File: src/rtl/timer_dev.sv
// Memory-mapped countdown timer with one-shot / auto-reload modes and a level IRQ.
// Optional prescaler is built when TIMER_PRESCALE_EN is defined.
module timer_dev #(
  parameter int PRESCALE = 16
) (
  input  logic        clk,
  input  logic        reset,
  input  logic [1:0]  addr,
  input  logic        we,
  input  logic [31:0] wdata,
  output logic [31:0] rdata,
  output logic        irq
);

  typedef enum logic [1:0] {IDLE, LOAD, CNT, INT} state_t;

  state_t      r_state, w_next;
  logic [3:0]  r_ctrl;
  logic [31:0] r_preset;
  logic [31:0] r_count;
  logic        r_irq_flag;
  logic        w_tick;
  logic        w_en, w_reload, w_wr_ctrl, w_wr_preset;

  assign w_en        = r_ctrl[0];
  assign w_reload    = (r_ctrl[2:1] == 2'b01);
  assign w_wr_ctrl   = we && (addr == 2'd0);
  assign w_wr_preset = we && (addr == 2'd1);

  always_ff @(posedge clk)
    assert (PRESCALE >= 1 && PRESCALE <= 65535);

`ifdef TIMER_PRESCALE_EN
  localparam logic [15:0] LP_PRE_LAST = 16'(PRESCALE - 1);
  logic [15:0] r_pre;

  assign w_tick = (r_pre == LP_PRE_LAST);

  always_ff @(posedge clk) begin
    if (reset || r_state != CNT) r_pre <= '0;
    else if (w_tick)             r_pre <= '0;
    else                         r_pre <= r_pre + 16'd1;
  end
`else
  assign w_tick = 1'b1;
`endif

  always_comb begin
    w_next = r_state;
    case (r_state)
      IDLE: if (w_en) w_next = LOAD;
      LOAD: w_next = CNT;
      CNT: begin
        if (!w_en)                          w_next = IDLE;
        else if (w_tick && r_count <= 32'd1) w_next = INT;
      end
      INT:     w_next = w_reload ? LOAD : IDLE;
      default: w_next = IDLE;
    endcase
  end

  always_ff @(posedge clk) begin
    if (reset) begin
      r_state    <= IDLE;
      r_ctrl     <= '0;
      r_preset   <= '0;
      r_count    <= '0;
      r_irq_flag <= 1'b0;
    end else begin
      r_state <= w_next;
      case (r_state)
        LOAD: r_count <= r_preset;
        CNT: begin
          if (w_en && w_tick) begin
            if (r_count > 32'd1) r_count <= r_count - 32'd1;
            else begin
              r_count    <= '0;
              r_irq_flag <= 1'b1;
            end
          end
        end
        INT: begin
          if (w_reload) r_irq_flag <= 1'b0;
          else          r_ctrl[0]  <= 1'b0;
        end
        default: ;
      endcase
      // CPU writes come last so they win over the INT-state EN clear and flag set.
      if (w_wr_ctrl) begin
        r_ctrl     <= wdata[3:0];
        r_irq_flag <= 1'b0;
      end
      if (w_wr_preset) begin
        r_preset   <= wdata;
        r_irq_flag <= 1'b0;
      end
    end
  end

  always_comb begin
    rdata = 32'h0;
    case (addr)
      2'd0:    rdata = {28'b0, r_ctrl};
      2'd1:    rdata = r_preset;
      2'd2:    rdata = r_count;
      default: rdata = 32'h0;
    endcase
  end

  assign irq = r_ctrl[3] & r_irq_flag;

endmodule
File: config.mk
export PLATFORM = sky130hd
export DESIGN_NAME = timer_dev
export DESIGN_NICKNAME = d
export VERILOG_FILES = /design/src/rtl/timer_dev.sv
export SDC_FILE = /design/constraint.sdc
export NUM_CORES = 1
export LEC_CHECK = 0
export ABC_CLOCK_PERIOD_IN_PS = 2200
export BUFFER_PORTS_ARGS = -buffer_cell sky130_fd_sc_hd__buf_2
export CAP_MARGIN = 20
export CORE_ASPECT_RATIO = 1.2
export CORE_MARGIN = 2
export CORE_UTILIZATION = 51
export DETAILED_ROUTE_END_ITERATION = 10
export PLACE_DENSITY = 0.87
export SLEW_MARGIN = 20
export SYNTH_ARGS = -nofsm -noshare
export SYNTH_HDL_FRONTEND = slang
export SYNTH_SLANG_ARGS = --single-unit
File: constraint.sdc
create_clock -name clk -period 2.2 [get_ports clk]
set_input_delay 0.44 -clock clk [delete_from_list [all_inputs] [get_ports clk]]
set_output_delay 0.44 -clock clk [all_outputs]
set_load 0.02 [all_outputs]
[Yosys cells after proc, flatten, opt, wreduce, memory -nomap -nowiden]
Index checks and enable logic that the tools add are counted.
Operators by class
  add/subtract/negate cells: 1
  $lt $le $gt $ge: 2
  equal/unequal tests: 12
  mux-type cells: 16
  bitwise gates (word level): 1
  reductions and logical operators: 12
Operators with widths (count)
  $pmux W32 S3: 1
  $mux W32: 2
  $pmux W32 S2: 1
  $gt A32 B1 Y1 const B: 1
  $le A32 B1 Y1 const B: 1
  $sub A32 B1 Y32 const B: 1
  $ne A2 B2 Y1 const B: 4
  $pmux W2 S4: 1
  $mux W1: 7
  $eq A2 B1 Y1 const B: 3
  $eq A2 B2 Y1 const B: 3
  $mux W2: 3
  $reduce_and A2 Y1: 3
  $reduce_bool A2 Y1: 3
  $logic_not A2 Y1: 2
  $reduce_and A4 Y1: 1
  $ne A3 B3 Y1 const B: 1
  $reduce_or A3 Y1: 1
  $logic_and A1 B1 Y1: 2
  $ne A2 B1 Y1 const B: 1
  $pmux W1 S2: 1
  $and A1 B1 Y1: 1
Storage, ports and cells
  bits in registers: 71
  bits of input ports: 37
  output and inout bits: 33

[Depth between registers and ports, before layout]
Gate-level depths: netlist of run 1.
  depth after elaboration: 4
  mapped depth: 8
  gate-level depth less buffers: 7

[Worst setup path after synthesis of run 1]
Ideal clock, no wire load.
  kind: in2out
  start: input port addr[1]
  end: output port rdata[10]
  arrival: 1.700 ns
  required time: 1.760 ns
  setup slack: 0.060 ns
  stages: 5
  cells stage by stage: clkbuf_1 nor2b_1 clkbuf_1 buf_1 a22o_1
On the way
  word-level cells in the longest chain between the ends: 2
  elaborated cells between the ends (all ways): 4
Ends and longest elaborated chain
  start, declared: line 8  | input logic [1:0] addr,
  $eq A2 B2 Y1 (tied with other cells): line 102  | case (addr)
  $pmux W32 S3 *: line 102
  end, declared: line 11  | output logic [31:0] rdata,
Mark *: on every way between the ends. The rest lies on a longest branch, timed or not.

[Worst setup path after layout of run 1]
  start: register r_count[0]
  end: register r_count[30]
On the way
  word-level cells in the longest chain between the ends: 4
  elaborated cells between the ends (all ways): 5
Ends and longest elaborated chain
  start, declared: line 20  | logic [31:0] r_count;
  start signal, assigned: line 72  | LOAD: r_count <= r_preset;
  start signal, assigned: line 75  | if (r_count > 32'd1) r_count <= r_count - 32'd1;
  $sub A32 B1 Y32 / $gt A32 B1 Y1 (equally long branches): line 75
  $mux W32 *: line 75
  $mux W32 *: line 74  | if (w_en && w_tick) begin
  $pmux W32 S2 *: line 71  | case (r_state)
Mark *: on every way between the ends. The rest lies on a longest branch, timed or not. The select of a mux whose other input is x is not followed.
A chain may end at the register's enable or synchronous reset.

==> flow_summary.ini, run 1 <==
[outcome]
status = finished clean

[global_route]
grt_pass1_wl_um = 20660
grt-ovfl-total = 0
antenna_found_initial = 0
grt_pass1_vias = 4211
grt_max_degree = 36
grt_use_total_pct = 29.73

[die]
core_area_um2 = 7664
die_x_um = 85.25
rows = 35
io_pins = 70
start_util_pct = 52.72
die_area_um2 = 8653
die_y_um = 101.5

[synthesis]
synth-warning-count = 0
synthesis.nets = 566
yosys_register_bits = 71
ys_seq_area_share_pct = 35.18
synth-compound-area-share_pct = 27.22
synth-simple-area-share_pct = 27.04
ys_types = 56
synth_cells = 527
synth_top_area_share_pct = 35.18
synth_xor_xnor_area_share_pct = 1.301
synth_fa_ha_area_share_pct = 0.6194
async_flop_share_pct = 0
muxShareOfSynthArea_pct = 2.725
synthTopCellsByArea = dfxtp_1, nand2_1, a21oi_1
synth_top_family_by_area = compound AO/OA/AOI/OAI gates
synth_top_area_cell = dfxtp_1
synth_ff_type = dfxtp_1
syn_area_um2 = 4040
avgSynthCellArea_um2 = 7.666
synth_edf_count = 0

[cells_and_area]
fillers = 625
drive_above_1_share_pct = 22.96
diodes = 0
postLayoutCellArea_um2 = 4870
layout_commonest_cell = nand2_1
layout.nets = 635
fin_cells = 693
fin_util_pct = 63.54
syn_to_final_growth_pct = 20.53
mostFrequentLayoutCells = nand2_1, dfxtp_1, buf_2

[clock_tree]
cts_inserted_buffers = 9
path_clk_slew_ns = 0.08
cts_buffer_depth = 2
clk_latency_ns = 0.36
cts_root_buf = clkbuf_8
cts-htree-levels = 3
cts_tree = yes
cts.sinks = 71
cts-hold-fix-buffers = 0

[routing]
post_drt_wl_per_cell_um = 18.28
remaining_drc_errors = 0
drt_first_pass_iters = 8
viasPerCell = 6.512
ant_nets = 0
drtIter0Drc = 557
vias = 4513
finalWirelength_um = 12670

[critical_path]
required_ns = 2.43
critPathKind = flop to flop
endpoint_kind = flop
critPathMaxFanout = 6
cp.arrival_ns = 2.34
critPathLaunchType = flop

[flow_run]
timing.max_cap.violations = 0

[pwr]
leakagePower_uw = 0.002021
ir_drop_mv = 0.6355
p_per_area_nw_per_um2 = 587.8
power.total_uw = 2862

[placed_design]
io_buffer_count = 69
hpwlAfterDp_um = 8954
gp_congestion = 1.029
place_area_um2 = 4626
place_inst = 677

[timing]
finalCritPeriodShare_pct = 95.73
period_needed_ns = 2.106
setup_viol = 0
drv_slew = 0
clock_skew_ns = 0.01206
slew_headroom_pct = 60.38
hold_viol_final = 0
fmax_ghz = 0.4748
worst_pin_slew_ns = 0.5898

[min_path]
hold_path.class = primary input to flop
==> report_power, final <==
| part | switching, uW | internal [uW] | total [uW] |
|---|---|---|---|
| registers | 29.6 | 1310 | 1340 |
| logic | 276 | 183 | 459 |
| clock network | 513 | 548 | 1060 |
==> worst paths after layout <==
check                                  start            to  slack [ns]  cells after the start
worst max register to register    r_count[0]   r_count[30]        0.09                      8
worst max-delay path              r_count[0]   r_count[30]        0.09                      8
worst min register to register  r_preset[19]  r_preset[19]        0.48                      2
worst min-delay path               wdata[14]  r_preset[14]        0.31                      3
==> worst max-delay path, cell delays in order (launching register included) <==
cell,delay [ns]
dfxtp_1,0.36
inv_1,0.11
ha_1,0.22
nor3b_1,0.27
buf_4,0.19
nand4_1,0.23
o31a_1,0.32
o211ai_1,0.17
a31oi_1,0.11
==> what timing repair did <==
| action | CTS | global route |
|---|---|---|
| resized for setup | 0 | 7 |
| setup endpoints to repair | 0 | 7 |
| buffers inserted | 0 | 0 |
==> through the flow <==
step | hold WS (ns) | setup WS [ns] | TNS, ns
floorplan | 0.4452 | 0.05950 | 0
global placement | 0.4612 | 0.1488 | 0
CTS | 0.3046 | 0.04547 | 0
detailed placement | 0.4685 | 0.05554 | 0
global route | 0.3033 | -0.004702 | -0.004702
finish | 0.3092 | 0.09400 | 0
==> registers in the layout, summed over array words and instances, names as in the netlist <==
register / cells
r_count: 32
r_ctrl: 4
r_state: 2
r_preset: 32
r_irq_flag: 1
==> synth_stat cells, types with 5 or more instances <==
| cell | n |
|---|---|
| buf_2 | 5 |
| nor2_1 | 29 |
| o211ai_1 | 9 |
| nand3_1 | 20 |
| dfxtp_1 | 71 |
| a22o_1 | 28 |
| or4_1 | 9 |
| nand4_1 | 13 |
| o21ai_0 | 11 |
| nand2_1 | 92 |
| a21oi_1 | 50 |
| clkbuf_1 | 44 |
| nor3_1 | 11 |
| mux2i_1 | 11 |
| o22ai_1 | 6 |
| or3_1 | 6 |
| nor4_1 | 12 |
| and2_1 | 5 |
| a32oi_1 | 7 |
| a31oi_1 | 11 |
==> kinds of logic after synthesis <==
logic type      after synthesis
fa+ha+maj                     2
flops                        71
xor+xnor                      6
simple gates                220
mux                          11
buf+inv                      58
compound gates              159
==> cell type report <==
| type | count | area, um^2 | area share, % |
|---|---|---|---|
| multi-input cells | 398 | 2431 | 49.92 |
| flip-flops and latches | 71 | 1421 | 29.19 |
| repair buffers | 111 | 685.7 | 14.08 |
| clock buffers | 10 | 137.6 | 2.826 |
| well taps | 92 | 115.1 | 2.364 |
| clock inverters | 6 | 60.06 | 1.233 |
| inverters | 5 | 18.77 | 0.3854 |
==> per-layer routing <==
metal  track usage, %  vias to the layer above  wire length, um
met4            10.50                        0              363
met3            7.335                       52             1071
met5                0                        -                0
met2            48.98                      248             6142
li1                 -                     2100                -
met1            38.00                     2113             5091
(Power assumes the default switching activity.)
==> inputs of run 2 (changes only) <==
--- a/config.mk
+++ b/config.mk
@@ -5,14 +5,14 @@
 export SDC_FILE = /design/constraint.sdc
 export NUM_CORES = 1
 export LEC_CHECK = 0
-export ABC_CLOCK_PERIOD_IN_PS = 2200
+export ABC_CLOCK_PERIOD_IN_PS = 2600
 export BUFFER_PORTS_ARGS = -buffer_cell sky130_fd_sc_hd__buf_2
 export CAP_MARGIN = 20
 export CORE_ASPECT_RATIO = 1.2
 export CORE_MARGIN = 2
-export CORE_UTILIZATION = 51
+export CORE_UTILIZATION = 61
 export DETAILED_ROUTE_END_ITERATION = 10
-export PLACE_DENSITY = 0.87
+export PLACE_DENSITY = 0.95
 export SLEW_MARGIN = 20
 export SYNTH_ARGS = -nofsm -noshare
 export SYNTH_HDL_FRONTEND = slang
==> constraint.sdc (replaced) <==
create_clock -name clk -period 2.6 [get_ports clk]
set_input_delay 0.52 -clock clk [delete_from_list [all_inputs] [get_ports clk]]
set_output_delay 0.52 -clock clk [all_outputs]
set_load 0.02 [all_outputs]
==> run 2 against run 1 <==
Net effect:
- count of clock-buffer cells in the layout grew 1
- sequential power shrank 15%
- register-to-register slack gained 0.17 ns
- first-iteration DRC count shrank 12%
- wire length shrank 4.3%
==> flow_summary.ini, run 2 (same netlist as run 1, synthesis figures left out) <==
[cells_and_area]
top_regs = r_count: 32 flops, r_preset: 32 flops, r_ctrl: 4 flops
multi_input_area_um2 = 2385
diodes = 0
drive_above_1_share_pct = 19.10
fin_util_pct = 72.93
fillers = 507
layout.nets = 610
syn_to_final_growth_pct = 15.64
mostFrequentLayoutCells = nand2_1, dfxtp_1, buf_2
fin_cells = 661
seqCellArea_um2 = 1421
layout_commonest_cell = nand2_1

[timing]
hold_viol_final = 0
fmax_ghz = 0.4285
finalCritPeriodShare_pct = 89.76
setup_viol = 0
worst_pin_slew_ns = 0.6870
clock_skew_ns = 0.01007
period_needed_ns = 2.334
tns_ns = 0
rsz0062_at_grt = false
slew_headroom_pct = 53.78
drv_slew = 0
fin_ws_ns = 0.2662

[routing]
remaining_drc_errors = 0
vias = 4418
drtIter0Drc = 488
viasPerCell = 6.684
finalWirelength_um = 12120
ant_nets = 0
drt_first_pass_iters = 6
post_drt_wl_per_cell_um = 18.33

[pwr]
leakagePower_uw = 0.001911
p_per_area_nw_per_um2 = 560.7
ir_drop_mv = 0.3666

[clock_tree]
postCtsSetupBuffers = 0
cts_root_buf = clkbuf_8
cts_buffer_depth = 2
cts_inserted_buffers = 9
cts-hold-fix-buffers = 0
cts_resized = 0
cts-htree-levels = 3
cts.sinks = 71
cts_tree = yes
path_clk_slew_ns = 0.08
clk_latency_ns = 0.36

[global_route]
grt-ovfl-total = 0
grt_pass1_vias = 4171
grt_pass1_wl_um = 19780
antenna_found_initial = 0
grt_use_total_pct = 34.11
grt_max_degree = 44

[critical_path]
required_ns = 2.83
cp_slowest_cell = or4_1
endpoint_kind = flop
critPathLaunchType = flop
slowest_delay_ns = 0.56
cp_top_family = simple AND/OR/NAND/NOR gates
crit_buf_inv = 0
critPathMaxFanout = 9
cp.arrival_ns = 2.56
critPathKind = flop to flop
crit_chain = nor4_2 -> nand4_1 -> or4_1 -> a41oi_1 -> o22ai_1

[die]
rows = 32
core_area_um2 = 6406
start_util_pct = 63.07
io_pins = 70
die_x_um = 78.29
die_area_um2 = 7293
die_y_um = 93.15

[min_path]
hold_path.class = primary input to flop

[flow_run]
timing.max_cap.violations = 0

[placed_design]
dpl_worst_slack_ns = 0.3299
hpwlAfterDp_um = 8157
place_inst = 645
io_buffer_count = 69
gp_congestion = 0.9528

[outcome]
status = finished clean
[run 2: cell count changes in the layout (fill, tap and decap cells not counted), moves of 2 or more]
| cell | before | now |
|---|---|---|
| nor4_4 | 3 | 0 |
| clkinvlp_4 | 2 | 0 |
| nor4_1 | 10 | 12 |
| clkinv_2 | 3 | 1 |
| bufinv_16 | 1 | 3 |
| buf_4 | 40 | 16 |
[run 2: worst paths after layout]
path / start / to / slack, ns / depth (start not counted)
worst max-delay path: r_count[8] / r_count[20] / 0.27 / 5
worst min-delay path: wdata[9] / r_preset[9] / 0.39 / 3
worst max register to register: r_count[8] / r_count[20] / 0.27 / 5
worst min register to register: r_preset[14] / r_preset[14] / 0.48 / 2
[run 2: stage by stage]
stage / hold WS [ns] / power, uW / area, um^2
floorplan: 0.4452 / 1391 / 4040
global placement: 0.4531 / 1496 / 4417
detailed placement: 0.4683 / 1503 / 4417
CTS: 0.3849 / 2607 / 4672
global route: 0.3959 / 2699 / 4672
finish: 0.3895 / 2620 / 4672
[run 2: layout make-up]
| cell class | count | share of cell area (%) |
|---|---|---|
| clock inverter | 5 | 2.223 |
| multi-input combinational | 398 | 51.04 |
| inverter | 5 | 0.4017 |
| clock buffer | 11 | 3.240 |
| timing repair buffer | 86 | 10.39 |
| sequential | 71 | 30.42 |
| tap | 85 | 2.276 |
[run 2: metal layers]
layer / GRT usage (%) / wire length (um)
met5: 0 / 0
met1: 40.93 / 4892
met3: 5.792 / 854
met2: 58.62 / 5920
met4: 17.25 / 451
[run 2: tightest hold or removal path, stage by stage]
cell,delay (ns)
buf_2,0.09
nand2_1,0.04
a21oi_1,0.05
[run 2: power by group]
group	internal, uW	switching, uW	total, uW
sequential	1110	24.9	1140
clock	690	438	1130
combinational	130	227	357
total	1930	690	2620
==> inputs of run 3 (changes only) <==
--- a/config.mk
+++ b/config.mk
@@ -10,7 +10,8 @@
 export CAP_MARGIN = 20
 export CORE_ASPECT_RATIO = 1.2
 export CORE_MARGIN = 2
-export CORE_UTILIZATION = 61
+export CORE_UTILIZATION = 63
+export CTS_BUF_LIST = sky130_fd_sc_hd__clkbuf_4 sky130_fd_sc_hd__clkbuf_8
 export DETAILED_ROUTE_END_ITERATION = 10
 export PLACE_DENSITY = 0.95
 export SLEW_MARGIN = 20
==> run 3 against run 2 <==
Net effect:
- sequential share of layout area decreased by 0.21 points
- highest routed layer unchanged
- critical path type unchanged
- wire length is 5.6% higher
- register-to-register slack worse by 0.05 ns
- clock power barely moved
- critical endpoint is now r_count[28]
- sequential power is essentially flat
- count of clock-buffer cells in the layout decreased by 1
- via count is 4.6% higher
- largest cell class unchanged
- non-clock buffer count grew 6
==> flow_summary.ini, run 3 (same netlist as run 1, synthesis figures left out) <==
[outcome]
status = finished clean

[routing]
viasPerCell = 6.958
ant_nets = 0
vias = 4620
post_drt_wl_per_cell_um = 19.27
finalWirelength_um = 12800
remaining_drc_errors = 0
drt_first_pass_iters = 6
drtIter0Drc = 647

[timing]
worst_pin_slew_ns = 0.7586
finalCritPeriodShare_pct = 91.68
setup_viol = 0
drv_slew = 0
tns_ns = 0
fmax_ghz = 0.4195
rsz0062_at_grt = false
hold_viol_final = 0
period_needed_ns = 2.384
slew_headroom_pct = 49.24
clock_skew_ns = 0.007516

[global_route]
grt_pass1_vias = 4111
grt-ovfl-total = 0
grt_pass1_wl_um = 20370
grt_use_total_pct = 35.97
antenna_found_initial = 0
grt_max_degree = 35

[cells_and_area]
mostFrequentLayoutCells = nand2_1, dfxtp_1, buf_2
layout_commonest_cell = nand2_1
drive_above_1_share_pct = 19.93
top_regs = r_count: 32 flops, r_preset: 32 flops, r_ctrl: 4 flops
fin_util_pct = 76.77
diodes = 0
syn_to_final_growth_pct = 16.44
layout.nets = 616

[critical_path]
cp.arrival_ns = 2.67
worst_r2r_path_depth = 7
timing.rr.start = r_count[0]
critPathMaxFanout = 9
crit_start = r_count[0]
critPathKind = flop to flop
critPathLaunchType = flop
endpoint_kind = flop
required_ns = 2.89

[die]
start_util_pct = 65.92
core_area_um2 = 6128
rows = 31
die_area_um2 = 7072
io_pins = 70
die_x_um = 77.11
die_y_um = 91.73

[clock_tree]
cts-htree-levels = 3
cts-hold-fix-buffers = 0
cts_inserted_buffers = 9
cts_root_buf = clkbuf_8
clk_latency_ns = 0.36
cts.sinks = 71
postCtsSetupBuffers = 0
cts_tree = yes
cts_resized = 0
cts_buffer_depth = 2
path_clk_slew_ns = 0.08

[pwr]
ir_drop_mv = 0.5800
leakagePower_uw = 0.001930
p_per_area_nw_per_um2 = 557.2
power.total_uw = 2621

[placed_design]
hpwlAfterDp_um = 8551
io_buffer_count = 69
gp_congestion = 1.012

[min_path]
hold_path.class = primary input to flop
hp-start = wdata[7]
hold_depth = 3

[flow_run]
timing.max_cap.violations = 0
-- run 3: changes by cell type in the layout (fill, tap and decap cells not counted) --
cell	before	now
inv_6	0	2
clkinv_4	1	0
clkbuf_4	0	1
clkbuf_8	11	9
clkinv_2	1	0
buf_4	16	22
clkinvlp_4	0	1
-- run 3: worst paths after layout --
check                               endpoint  slack, ns
worst min-delay path             r_preset[7]       0.39
worst max-delay path             r_count[28]       0.22
worst max register to register   r_count[28]       0.22
worst min register to register  r_preset[21]       0.49
-- run 3: per-layer routing --
layer,track usage [%],up-vias,share of wire (%)
met1,49.84,2139,40
li1,-,2057,-
met2,53.65,357,44
met3,6.398,67,12
met5,0,-,0
met4,18.45,0,3.8
-- run 3: final cells by class --
| cell class | instances | area (um^2) |
|---|---|---|
| Clock buffer | 10 | 131.4 |
| Inverter | 5 | 18.77 |
| Clock inverter | 6 | 115.1 |
| Multi-Input combinational cell | 398 | 2385 |
| Tap cell | 82 | 102.6 |
| Timing Repair Buffer | 92 | 530.5 |
| Sequential cell | 71 | 1421 |
| Fill cell | 453 | 1424 |
-- run 3: critical path: stages (launching register included) --
cell and delay [ns]:
dfxtp_1 0.37, inv_1 0.12, ha_1 0.22, or3b_2 0.59
nor4_1 0.45, and4_1 0.30, nand4_1 0.11, o211ai_1 0.14
-- run 3: power by group --
| group | total [uW] | switching (uW) | leakage, uW | internal, uW |
|---|---|---|---|---|
| combinational | 369 | 234 | 0.00123 | 135 |
| sequential | 1140 | 31.0 | 0.000575 | 1110 |
| clock | 1110 | 456 | 0.000121 | 655 |
-- run 3: metrics by stage --
stage,std cells,setup WS (ns),hold slack (ns),instance area (um^2)
6_report,664,0.2164,0.3853,4705
5_1_grt,664,0.1657,0.4011,4705
4_1_cts,664,0.2915,0.3879,4705
3_5_place_dp,648,0.3030,0.4689,4458
3_3_place_gp,648,0.4032,0.4549,4458
2_1_floorplan,527,0.2995,0.4452,4040
